<file path="src/rtl/pc_gen_pkg.sv">
// pc_gen_pkg: state encoding, default vectors and alignment helper for pc_gen
package pc_gen_pkg;
  typedef enum logic [1:0] {BOOT = 2'd0, RUN = 2'd1, HALT = 2'd2} pc_state_t;
  localparam logic [31:0] PC_RESET_VECTOR = 32'h0100_0000;
  localparam logic [31:0] PC_TRAP_VECTOR = 32'h0100_0100;
  function automatic logic is_aligned(input logic [63:0] addr, input int align_bits);
    return (addr & ((64'd1 << align_bits) - 64'd1)) == 64'd0;
  endfunction
endpackage

</file>
<file path="src/rtl/pc_gen.sv">
// pc_gen: program-counter generator with trap/redirect priority, fetch handshake and misalignment halt
module pc_gen
  import pc_gen_pkg::*;
#(
  parameter int XLEN = 32,
  parameter logic [XLEN-1:0] RESET_VECTOR = XLEN'(PC_RESET_VECTOR),
  parameter logic [XLEN-1:0] TRAP_VECTOR = XLEN'(PC_TRAP_VECTOR),
  parameter int ALIGN_BITS = 2,
  parameter int CNT_W = 16
) (
  input  logic             clk,
  input  logic             reset,
  input  logic             stall,
  input  logic             redirect_valid,
  input  logic [XLEN-1:0]  redirect_pc,
  input  logic             trap_valid,
  input  logic             fetch_ready,
  output logic             fetch_valid,
  output logic [XLEN-1:0]  current_pc,
  output logic             misaligned,
  output logic [XLEN-1:0]  misaligned_pc,
  output logic             halted,
  output logic [CNT_W-1:0] fetch_count
);
  if (!is_aligned(64'(TRAP_VECTOR), ALIGN_BITS) || ALIGN_BITS < 1 || ALIGN_BITS > 2) begin : g_bad_cfg
    $error("pc_gen: TRAP_VECTOR misaligned or ALIGN_BITS out of range");
  end
  pc_state_t state;
  logic accept, target_ok;
  assign fetch_valid = state == RUN && !stall;
  assign halted = state == HALT;
  assign accept = fetch_valid && fetch_ready;
  assign target_ok = is_aligned(64'(redirect_pc), ALIGN_BITS);
  // the count tracks issued fetches, so it advances even when a redirect replaces the next PC
  always_ff @(posedge clk)
    if (reset) begin
      state <= BOOT;
      current_pc <= RESET_VECTOR;
      misaligned <= 1'b0;
      misaligned_pc <= '0;
      fetch_count <= '0;
    end else begin
      fetch_count <= fetch_count + CNT_W'(accept);
      if (state == BOOT) state <= RUN;
      else if (state == HALT) begin
        if (trap_valid) begin
          current_pc <= TRAP_VECTOR;
          misaligned <= 1'b0;
          state <= RUN;
        end
      end else if (trap_valid) current_pc <= TRAP_VECTOR;
      else if (redirect_valid && target_ok) current_pc <= redirect_pc;
      else if (redirect_valid) begin
        misaligned <= 1'b1;
        misaligned_pc <= redirect_pc;
        state <= HALT;
      end else if (accept) current_pc <= current_pc + (XLEN'(1) << ALIGN_BITS);
    end
endmodule

</file>
<file path="config.mk">
export PLATFORM = sky130hd
export DESIGN_NAME = pc_gen
export DESIGN_NICKNAME = d
export VERILOG_FILES = /design/src/rtl/pc_gen_pkg.sv /design/src/rtl/pc_gen.sv
export SDC_FILE = /design/constraint.sdc
export NUM_CORES = 1
export LEC_CHECK = 0
export BUFFER_PORTS_ARGS = -buffer_cell sky130_fd_sc_hd__buf_2
export CAP_MARGIN = 40
export CORE_ASPECT_RATIO = 0.8
export CORE_MARGIN = 5
export CORE_UTILIZATION = 46
export DETAILED_ROUTE_END_ITERATION = 8
export GPL_TIMING_DRIVEN = 0
export PLACE_DENSITY = 0.84
export SETUP_SLACK_MARGIN = 0.1
export SLEW_MARGIN = 20
export SYNTH_ARGS = -nofsm -noshare
export SYNTH_HDL_FRONTEND = slang
export SYNTH_SLANG_ARGS = --single-unit
</file>
<file path="constraint.sdc">
create_clock -name clk -period 1.95 [get_ports clk]
set_input_delay 0.39 -clock clk [delete_from_list [all_inputs] [get_ports clk]]
set_output_delay 0.39 -clock clk [all_outputs]
set_load 0.02 [all_outputs]
</file>
==> impl_results.md <==
- Commonest non-fill, non-tap cell in the layout: buf_2
- WP data required: 2.20 ns
- Mapped Cells: 502
- Final Max Tran Viols: 0
- Avg WL per Cell: 17.94 um
- FILL cells: a little over 700
- Final setup TNS: 0 ns
- Async SR Flop Fraction: 0%
- Final nets: 692
- Post-synthesis register bit count: 83
- Inst Count DP: 734
- Max VDD drop: 0.3519 mV
- Height of the die: 93.03 um
- Max Fanout on Critical Path: 4
- Non-Filler Instances: 767
- Final setup viols: 0
- Area of the mapped netlist: between 0.003 and 0.004 mm2
- DR vias: 4556
- Root buffer cell: clkbuf_8
- Worst-Skew Late Latency: about 0.35 ns
- Hpwl dp: just under 10 mm
- Type of the worst min-delay path: input port to flop
- Initial antenna violation count: 0
- Io pins: around 120
- Fin crit share: 98.76%
- Seq/Total Area, Yosys: between 40% and 50%
- TritonCTS Buffers: 9
- Rows: 30
- Gr usage total: between 20 and 25%
- CTS H-Tree Depth: 3
- Final hold viol count: 0
- Avg Vias per Cell: 5.940
- PortBufs: 119
- Most frequent cells in the layout: buf_2, nand2_1, dfxtp_1
- Drt first pass iters: 6
- Max frequency: 519.3 MHz
- Die area: 0.01058 mm2
- Layout area overhead: 33.59%
- Core area: 0.008446 mm2
- Synth Area per Inst: 7.896 um2
- CP arrival: ~2.2 ns
- DRC Markers: 0
- Power Density: approximately 630 mW/mm2
- Clk sinks: 83
- Layout cells sized above 1: 33.74%
- Synth cell types: 48
- GRT overflow: 0
- Fin Clk Skew: roughly 0.007 ns
- Die width: between 100 and 150 um
- Least-Margin Pin Slew: 0.7089 ns
- Synthesized Nets: 543
- Diode count: 0
- Number of synthesis warnings: 0
- Vias in the first global route: 4260
- Endpoint type of the worst setup path: flop
- Initial Utilization: a little under half
- Post-route ant nets: 0
- Global-route wire length before repair: ~21 mm
- Critical path class: flop to flop
- Placer Congestion: just under 1
- CTS Hold Buffers Added: 0
- CTS max path bufs: 2
- Outcome: finished, final reports clean
- Initial DRC Count: between 400 and 500
- Final hold slack: 0.2775 ns
- CTS clk-pin slew, worst paths: around 0.080 ns
- Max-cap viol count: 0
- Fin crit period: roughly 1.9 ns
- Final WL: 13.76 mm
- CTS tree: done
- EDFF count, synth: 0
- RSZ-0062 raised after global routing: yes
- Top FF cell, synth: dfxtp_1
- CP Launch Type: flop
- Largest net degree at the start of global routing: 14
- Static Leak: 2.173 nW
- Worst slew margin: 52.74%
-- through the flow --
stage | area (um2) | setup WS, ns | total power [W] | utilization, %
floorplan | 4049 | 0.04928 | 0.001998 | -
CTS | 5166 | 0.01081 | 0.003307 | 61.17
global placement | 4785 | -0.5362 | 0.002138 | 56.65
finish | 5295 | 0.02414 | 0.003314 | 62.70
global route | 5295 | -0.01678 | 0.003427 | 62.70
detailed placement | 4790 | -0.5826 | 0.002150 | 56.71
-- path summary, 6_finish.rpt --
check,startpoint,slack [ns],cells after the start,endpoint
worst min register to register,misaligned_pc[20],0.45,2,misaligned_pc[20]
worst min-delay path,redirect_pc[20],0.28,3,misaligned_pc[20]
worst max register to register,current_pc[2],0.02,7,current_pc[26]
worst max-delay path,current_pc[2],0.02,7,current_pc[26]
-- critical path: stages (launching register included) --
cell     delay [ns]
dfxtp_4        0.38
ha_4           0.14
and3_4         0.19
buf_8          0.11
nand4_1        0.09
or4_4          0.49
a32o_1         0.26
a21o_1         0.16
-- cell usage after synthesis, drive strengths merged (8+ instances only) --
| master | n | share of area, % |
|---|---|---|
| nor4 | 13 | 2.1 |
| nand3 | 21 | 2.7 |
| a21oi | 51 | 6.4 |
| inv | 10 | 1.0 |
| xor2 | 9 | 2.0 |
| nand4 | 11 | 1.7 |
| o21ai | 22 | 2.8 |
| clkbuf | 27 | 2.6 |
| a22oi | 9 | 1.7 |
| xnor2 | 10 | 2.2 |
| and2 | 8 | 1.3 |
| buf | 8 | 1.3 |
| dfxtp | 83 | 42 |
| nand2 | 99 | 9.4 |
| nor2 | 34 | 3.2 |
-- power by group --
group | leakage, nW | total [W] | internal (W) | switching (W)
Clock | 0.0944 | 0.00117 | 0.000566 | 0.000603
Combinational | 1.40 | 0.000398 | 0.000144 | 0.000255
Sequential | 0.680 | 0.00175 | 0.00172 | 0.0000253
Total | 2.17 | 0.00331 | 0.00243 | 0.000883
-- flip-flops by register name, summed over array words and instances, names as in the netlist --
register and flops:
current_pc 32, fetch_count 16, misaligned 1, misaligned_pc 32
state 2
-- timing repair --
action                     CTS  global route
setup endpoints to repair   49            61
setup buffers               15             6
pin swaps                    8             9
resized for setup           27            38
gates cloned                 0             0
-- layout make-up --
type	instances	area, um2	area share, %
clock inverters	2	10.01	0.1890
repair buffers	141	765.7	14.46
flip-flops and latches	83	1693	31.97
well taps	112	140.1	2.646
clock buffers	13	170.2	3.214
plain buffers	32	192.7	3.639
inverters	10	40.04	0.7561
multi-input cells	374	2283	43.12
-- per-layer routing --
metal,vias to the layer above,track usage (%),share of wire (%)
met4,0,9.594,3.1
met3,44,5.304,11
met5,-,0,0
met1,2155,31.32,40
met2,277,40.83,46
li1,2080,-,-
-- logic make-up (layout without fill, tap and decap cells) --
family | after synthesis | after routing | share of synthesized area (%)
AOI/OAI and AO/OA | 126 | 126 | 20.04
xor gates and xnor gates | 19 | 19 | 4.198
adders and majority gates | 3 | 3 | 0.9471
buffers and inverters | 45 | 198 | 4.893
DFF | 83 | 83 | 41.92
muxes | 3 | 3 | 0.7576
and+or+nand+nor | 223 | 223 | 27.24
No activity file was read; power rests on OpenSTA's default activity.
